$ cat config.mk
export PLATFORM = sky130hd
export DESIGN_NAME = apb_master_bridge_flat
export DESIGN_NICKNAME = d
export VERILOG_FILES = /design/src/rtl/apb_master_bridge_if.sv /design/src/rtl/apb_master_bridge.sv /design/src/flat_wrapper.sv
export SDC_FILE = /design/constraint.sdc
export NUM_CORES = 1
export LEC_CHECK = 0
export ABC_AREA = 0
export BUFFER_PORTS_ARGS = -buffer_cell sky130_fd_sc_hd__buf_2
export CORE_ASPECT_RATIO = 0.5
export CORE_UTILIZATION = 46
export CTS_BUF_LIST = sky130_fd_sc_hd__clkbuf_8 sky130_fd_sc_hd__clkbuf_16
export DETAILED_ROUTE_END_ITERATION = 6
export PLACE_DENSITY = 0.79
export SYNTH_ARGS = -nofsm -noshare
export SYNTH_HDL_FRONTEND = slang
export SYNTH_SLANG_ARGS = --single-unit
$ cat constraint.sdc
create_clock -name PCLK -period 3.2 [get_ports PCLK]
set_input_delay 0.64 -clock PCLK [delete_from_list [all_inputs] [get_ports PCLK]]
set_output_delay 0.64 -clock PCLK [all_outputs]
set_load 0.02 [all_outputs]
$ cat src/rtl/apb_master_bridge_if.sv
// Bundle of the fabric-side request/response handshake and the APB3 bus.
// The master modport is the bridge's view; the slave modport is the opposite side.
interface apb_master_bridge_if #(
    parameter int ADDR_WIDTH = 3,
    parameter int DATA_WIDTH = 32
);
    logic                  req_valid;
    logic                  req_ready;
    logic                  req_write;
    logic [ADDR_WIDTH-1:0] req_addr;
    logic [DATA_WIDTH-1:0] req_wdata;
    logic                  rsp_valid;
    logic [DATA_WIDTH-1:0] rsp_rdata;
    logic                  rsp_err;
    logic                  rsp_timeout;
    logic                  PSEL;
    logic                  PENABLE;
    logic                  PWRITE;
    logic [ADDR_WIDTH-1:0] PADDR;
    logic [DATA_WIDTH-1:0] PWDATA;
    logic [DATA_WIDTH-1:0] PRDATA;
    logic                  PREADY;
    logic                  PSLVERR;

    modport master (
        input  req_valid, req_write, req_addr, req_wdata, PRDATA, PREADY, PSLVERR,
        output req_ready, rsp_valid, rsp_rdata, rsp_err, rsp_timeout,
               PSEL, PENABLE, PWRITE, PADDR, PWDATA
    );

    modport slave (
        output req_valid, req_write, req_addr, req_wdata, PRDATA, PREADY, PSLVERR,
        input  req_ready, rsp_valid, rsp_rdata, rsp_err, rsp_timeout,
               PSEL, PENABLE, PWRITE, PADDR, PWDATA
    );
endinterface

$ cat src/rtl/apb_master_bridge.sv
// Single-outstanding APB3 initiator: valid/ready request in, SETUP/ACCESS out,
// one-cycle response strobe back, with a PREADY watchdog against stuck slaves.
module apb_master_bridge #(
    parameter int ADDR_WIDTH = 3,
    parameter int DATA_WIDTH = 32,
    parameter int TIMEOUT    = 16
) (
    input  logic                PCLK,
    input  logic                PRESET,
    apb_master_bridge_if.master bus
);
    localparam int              CW        = (TIMEOUT > 0) ? $clog2(TIMEOUT + 1) : 1;
    localparam logic [CW-1:0]   LAST_WAIT = CW'((TIMEOUT > 0) ? (TIMEOUT - 1) : 0);
    localparam bit              TO_EN     = (TIMEOUT > 0);

    typedef enum logic [1:0] {
        IDLE   = 2'd0,
        SETUP  = 2'd1,
        ACCESS = 2'd2
    } state_t;

    state_t                state_r;
    logic [CW-1:0]         wait_cnt_r;
    logic                  req_ready_r;
    logic                  psel_r;
    logic                  penable_r;
    logic                  pwrite_r;
    logic [ADDR_WIDTH-1:0] paddr_r;
    logic [DATA_WIDTH-1:0] pwdata_r;
    logic                  rsp_valid_r;
    logic [DATA_WIDTH-1:0] rsp_rdata_r;
    logic                  rsp_err_r;
    logic                  rsp_timeout_r;

    // Transfer sequencer; every bus-facing output is a register of this FSM.
    always_ff @(posedge PCLK or posedge PRESET) begin
        if (PRESET) begin
            state_r       <= IDLE;
            wait_cnt_r    <= {CW{1'b0}};
            req_ready_r   <= 1'b0;
            psel_r        <= 1'b0;
            penable_r     <= 1'b0;
            pwrite_r      <= 1'b0;
            paddr_r       <= {ADDR_WIDTH{1'b0}};
            pwdata_r      <= {DATA_WIDTH{1'b0}};
            rsp_valid_r   <= 1'b0;
            rsp_rdata_r   <= {DATA_WIDTH{1'b0}};
            rsp_err_r     <= 1'b0;
            rsp_timeout_r <= 1'b0;
        end else begin
            rsp_valid_r <= 1'b0;
            case (state_r)
                IDLE: begin
                    // req_ready is 0 on the first cycle out of reset, so gate acceptance on it.
                    if (req_ready_r && bus.req_valid) begin
                        pwrite_r    <= bus.req_write;
                        paddr_r     <= bus.req_addr;
                        pwdata_r    <= bus.req_wdata;
                        psel_r      <= 1'b1;
                        penable_r   <= 1'b0;
                        req_ready_r <= 1'b0;
                        wait_cnt_r  <= {CW{1'b0}};
                        state_r     <= SETUP;
                    end else begin
                        req_ready_r <= 1'b1;
                    end
                end
                SETUP: begin
                    penable_r <= 1'b1;
                    state_r   <= ACCESS;
                end
                ACCESS: begin
                    if (bus.PREADY) begin
                        rsp_valid_r   <= 1'b1;
                        rsp_rdata_r   <= (pwrite_r || bus.PSLVERR) ? {DATA_WIDTH{1'b0}} : bus.PRDATA;
                        rsp_err_r     <= bus.PSLVERR;
                        rsp_timeout_r <= 1'b0;
                        psel_r        <= 1'b0;
                        penable_r     <= 1'b0;
                        req_ready_r   <= 1'b1;
                        state_r       <= IDLE;
                    end else if (TO_EN && (wait_cnt_r == LAST_WAIT)) begin
                        rsp_valid_r   <= 1'b1;
                        rsp_rdata_r   <= {DATA_WIDTH{1'b0}};
                        rsp_err_r     <= 1'b1;
                        rsp_timeout_r <= 1'b1;
                        psel_r        <= 1'b0;
                        penable_r     <= 1'b0;
                        req_ready_r   <= 1'b1;
                        state_r       <= IDLE;
                    end else begin
                        wait_cnt_r <= wait_cnt_r + CW'(1);
                    end
                end
                default: begin
                    psel_r      <= 1'b0;
                    penable_r   <= 1'b0;
                    req_ready_r <= 1'b0;
                    state_r     <= IDLE;
                end
            endcase
        end
    end

    assign bus.req_ready   = req_ready_r;
    assign bus.PSEL        = psel_r;
    assign bus.PENABLE     = penable_r;
    assign bus.PWRITE      = pwrite_r;
    assign bus.PADDR       = paddr_r;
    assign bus.PWDATA      = pwdata_r;
    assign bus.rsp_valid   = rsp_valid_r;
    assign bus.rsp_rdata   = rsp_rdata_r;
    assign bus.rsp_err     = rsp_err_r;
    assign bus.rsp_timeout = rsp_timeout_r;

endmodule

$ cat src/flat_wrapper.sv
// flat-port wrapper written by rule: the top's interface ports become plain ports
module apb_master_bridge_flat 
#(
    parameter int ADDR_WIDTH = 3,
    parameter int DATA_WIDTH = 32,
    parameter int TIMEOUT    = 16
)
  (PCLK, PRESET, bus_req_valid, bus_req_write, bus_req_addr, bus_req_wdata, bus_PRDATA, bus_PREADY, bus_PSLVERR, bus_req_ready, bus_rsp_valid, bus_rsp_rdata, bus_rsp_err, bus_rsp_timeout, bus_PSEL, bus_PENABLE, bus_PWRITE, bus_PADDR, bus_PWDATA);
  apb_master_bridge_if #(.ADDR_WIDTH(ADDR_WIDTH), .DATA_WIDTH(DATA_WIDTH)) bus_i ();
  input  logic PCLK;
  input  logic PRESET;
  input wire logic [$bits(bus_i.req_valid)-1:0] bus_req_valid;
  input wire logic [$bits(bus_i.req_write)-1:0] bus_req_write;
  input wire logic [$bits(bus_i.req_addr)-1:0] bus_req_addr;
  input wire logic [$bits(bus_i.req_wdata)-1:0] bus_req_wdata;
  input wire logic [$bits(bus_i.PRDATA)-1:0] bus_PRDATA;
  input wire logic [$bits(bus_i.PREADY)-1:0] bus_PREADY;
  input wire logic [$bits(bus_i.PSLVERR)-1:0] bus_PSLVERR;
  output wire logic [$bits(bus_i.req_ready)-1:0] bus_req_ready;
  output wire logic [$bits(bus_i.rsp_valid)-1:0] bus_rsp_valid;
  output wire logic [$bits(bus_i.rsp_rdata)-1:0] bus_rsp_rdata;
  output wire logic [$bits(bus_i.rsp_err)-1:0] bus_rsp_err;
  output wire logic [$bits(bus_i.rsp_timeout)-1:0] bus_rsp_timeout;
  output wire logic [$bits(bus_i.PSEL)-1:0] bus_PSEL;
  output wire logic [$bits(bus_i.PENABLE)-1:0] bus_PENABLE;
  output wire logic [$bits(bus_i.PWRITE)-1:0] bus_PWRITE;
  output wire logic [$bits(bus_i.PADDR)-1:0] bus_PADDR;
  output wire logic [$bits(bus_i.PWDATA)-1:0] bus_PWDATA;
  assign bus_i.req_valid = bus_req_valid;
  assign bus_i.req_write = bus_req_write;
  assign bus_i.req_addr = bus_req_addr;
  assign bus_i.req_wdata = bus_req_wdata;
  assign bus_i.PRDATA = bus_PRDATA;
  assign bus_i.PREADY = bus_PREADY;
  assign bus_i.PSLVERR = bus_PSLVERR;
  assign bus_req_ready = bus_i.req_ready;
  assign bus_rsp_valid = bus_i.rsp_valid;
  assign bus_rsp_rdata = bus_i.rsp_rdata;
  assign bus_rsp_err = bus_i.rsp_err;
  assign bus_rsp_timeout = bus_i.rsp_timeout;
  assign bus_PSEL = bus_i.PSEL;
  assign bus_PENABLE = bus_i.PENABLE;
  assign bus_PWRITE = bus_i.PWRITE;
  assign bus_PADDR = bus_i.PADDR;
  assign bus_PWDATA = bus_i.PWDATA;
  apb_master_bridge #(.ADDR_WIDTH(ADDR_WIDTH), .DATA_WIDTH(DATA_WIDTH), .TIMEOUT(TIMEOUT)) u_core (.PCLK(PCLK), .PRESET(PRESET), .bus(bus_i));
endmodule
==> flow_summary.toml <==
[outcome]
run_status = "finished clean"

[synth]
ys_seq_elements = 80
yosys_warnings = 0
synth_fa_ha_area_frac = 0.00814
synthMuxAreaShare = 0.138
synth_top_family_by_area = "multiplexers"
synth.distinct_cells = 33
syn_inst = 208
netlist_area_mm2 = 0.00307
avgSynthCellArea_um2 = 14.8
synth-seq-area-share = 0.651
synth-simple-area-share = 0.0403
syn_nets = 283
synthXorXnorAreaFrac = 0
synth_compound_area_frac = 0.128

[clock_tree]
cts_setup_buffers = 0
path_clk_slew_ns = 0.06
clk_latency_ns = 0.33
clkSinkCount = 80
cts_hold_buffers = 0
cts_resized = 0
cts_tree = "yes"
cts_inserted_buffers = 9
h-tree-depth = 3
root_buffer = "clkbuf_16"
clockBufferDepth = 2

[die]
die_height_um = 59.8
die_w_um = 118
rows = 20
initial_utilization = 0.491
dieArea_mm2 = 0.00703
pin_count = 147
core_area_mm2 = 0.00626

[drt]
drt-pass1-iter-count = 4
wl_met3_um = 404
wl_um = 6850
drt-met1-wl_um = 2600
drt-wirelength-per-cell_um = 15.2
ant_nets = 0
top_layer = "met4"
drc = 0
avgViaCountPerCell = 5.07
drt_iter0_drc = 80
vias = 2278
route.met2.wl_um = 3780

[timing]
period_minus_slack_ns = 2.21
finalClockSkew_ns = 0.00618
setup_violations = 0
rsz0062_at_grt = "false"
period_share = 0.691
final-hold-violation-count = 0
fmax_mhz = 452
drv_slew = 0
slew_headroom = 0.676
worst_slew_pin_slew_ns = 0.486
setup_tns_ns = 0

[worst_setup_path]
crit_path_end_kind = "flop"
timing.critical_path.mode_cell = "ha_1"
cp_cell_sequence = "ha_1, and3_1, ha_1, or2_1, nand2_1, buf_4, inv_1, o32a_1"
worstSetupPathType = "flop to flop"
cp-start-kind = "flop"
cp.required_ns = 3.41
arrival_ns = 2.43
crit_fanout = 33
critical_path.slowest_cell = "dfrtp_1"
cpPeakStageDelay_ns = 0.42

[pwr]
peakVddDrop_mv = 0.444
power-per-cell-area_mw_per_mm2 = 1030
p_leak_nw = 2.14

[hold_path]
min_path_type = "input port to asynchronous set/reset pin"

[grt]
groute.usage.overall = 0.207
grt.overflow.total = 0
grt_first_pass_wirelength_um = 11000
grt_start_max_net_pins = 39
antenna_found_initial = 0
grt_pass1_vias = 2296

[final_layout]
area_growth_pct = 35.4
n_antenna_cell = 0
final_cell_mix = "buf_2, dfrtp_1, a22o_1"
final_common_cell = "buf_2"
final_cells = 449
nNetsFinal = 431
fin_area_mm2 = 0.00416
n_fill_cell = 482
layout-drive-gt1-share = 0.554

[placed_design]
post_dp_cell_area_mm2 = 0.00388
dp_cells = 433
gp_congestion = 0.837
portBuffers = 146
dp.final_hpwl_um = 5110

[run]
maxCapViolations = 0
-- path summary, 6_finish.rpt --
check / startpoint / to / slack [ns] / cells past startpoint
min: PRESET / u_core.bus.rsp_rdata[15]$_DFFE_PP0P_ / 0.25 / 2
min in group PCLK: u_core.bus.PWDATA[0]$_DFFE_PP0P_ / u_core.bus.PWDATA[0]$_DFFE_PP0P_ / 0.49 / 1
min reg2reg: u_core.bus.PWDATA[0]$_DFFE_PP0P_ / u_core.bus.PWDATA[0]$_DFFE_PP0P_ / 0.49 / 1
max: u_core.wait_cnt_r[0]$_DFFE_PP0P_ / u_core.bus.rsp_err$_DFFE_PP0P_ / 0.99 / 8
max in group asynchronous: PRESET / u_core.bus.PWDATA[20]$_DFFE_PP0P_ / 2.23 / 3
max reg2reg: u_core.wait_cnt_r[0]$_DFFE_PP0P_ / u_core.bus.rsp_err$_DFFE_PP0P_ / 0.99 / 8
-- per-layer routing --
layer,up-vias,global-route usage
li1,1066,-
met1,1128,0.225
met2,79,0.389
met3,5,0.0716
met4,0,0.0696
met5,-,0
-- worst max-delay path: cells and delay by family (launching register included) --
family	cells	cell delay (ns)
adders and majority gates	2	0.48
AOI/OAI and AO/OA	1	0.18
and+or+nand+nor	3	0.59
buffers and inverters	2	0.43
DFF	1	0.42
-- Yosys cell counts --
master,instances,area [um2]
nor2_1,2,7.51
nor2b_1,1,6.26
nor4b_1,1,8.76
nor3b_1,1,7.51
inv_2,1,3.75
buf_4,2,15.0
a21boi_0,1,7.51
mux2_1,8,90.1
and3_1,1,6.26
nand3_1,2,10.0
dfrtp_1,80,2000
a21oi_1,6,30.0
buf_6,2,22.5
or2_1,1,6.26
clkbuf_1,1,3.75
or4_1,1,7.51
inv_1,4,15.0
o2bb2ai_1,5,43.8
nand2_1,3,11.3
ha_1,2,25.0
buf_2,9,45.0
a2bb2oi_1,1,8.76
mux2i_1,2,20.0
nor4_1,2,12.5
nand2b_1,1,6.26
o211ai_1,1,7.51
o21ai_0,1,5.00
nor4_2,1,12.5
a22o_1,32,280
o32a_1,1,10.0
mux2_2,28,315
nor3_1,3,15.0
or2_2,1,6.26
-- registers in the layout, indices dropped and copies added (netlist names) --
register	cells
u_core.bus.PWDATA	32
u_core.bus.rsp_rdata	32
u_core.bus.PADDR	3
u_core.bus.PSEL	1
u_core.bus.rsp_timeout	1
u_core.state_r	2
u_core.bus.rsp_valid	1
u_core.bus.rsp_err	1
u_core.bus.req_ready	1
u_core.bus.PWRITE	1
u_core.wait_cnt_r	5
-- report_power, final --
group	switching (mW)	total, mW	internal, mW	leakage, nW
sequential	0.252	1.68	1.43	1.01
clock	0.401	0.931	0.530	0.128
combinational	0.979	1.69	0.714	1.00
total	1.63	4.31	2.67	2.14
-- stage by stage --
stage	utilization	hold WS [ns]	setup WS [ns]	power, mW
floorplan	-	0.478	0.508	2.81
detailed placement	0.620	0.474	1.01	3.41
CTS	0.666	0.246	1.00	4.36
global placement	0.620	0.462	1.12	3.33
global route	0.666	0.269	0.822	4.55
finish	0.666	0.248	0.988	4.31
-- area by class of cell --
type                            count  area (um2)  share of cell area
Timing Repair Buffer              151         768               0.184
Clock inverter                      7        57.6              0.0138
Multi-Input combinational cell    109         981               0.236
Sequential cell                    80        2000               0.481
Tap cell                           88         110              0.0264
Inverter                            5        20.0             0.00481
Clock buffer                        9         225              0.0541
-- cell families after synthesis --
group / after synthesis
muxes: 38
and+or+nand+nor: 21
DFF: 80
buffers and inverters: 19
AOI/OAI and AO/OA: 48
adders and majority gates: 2
No activity file was read; power rests on OpenSTA's default activity.
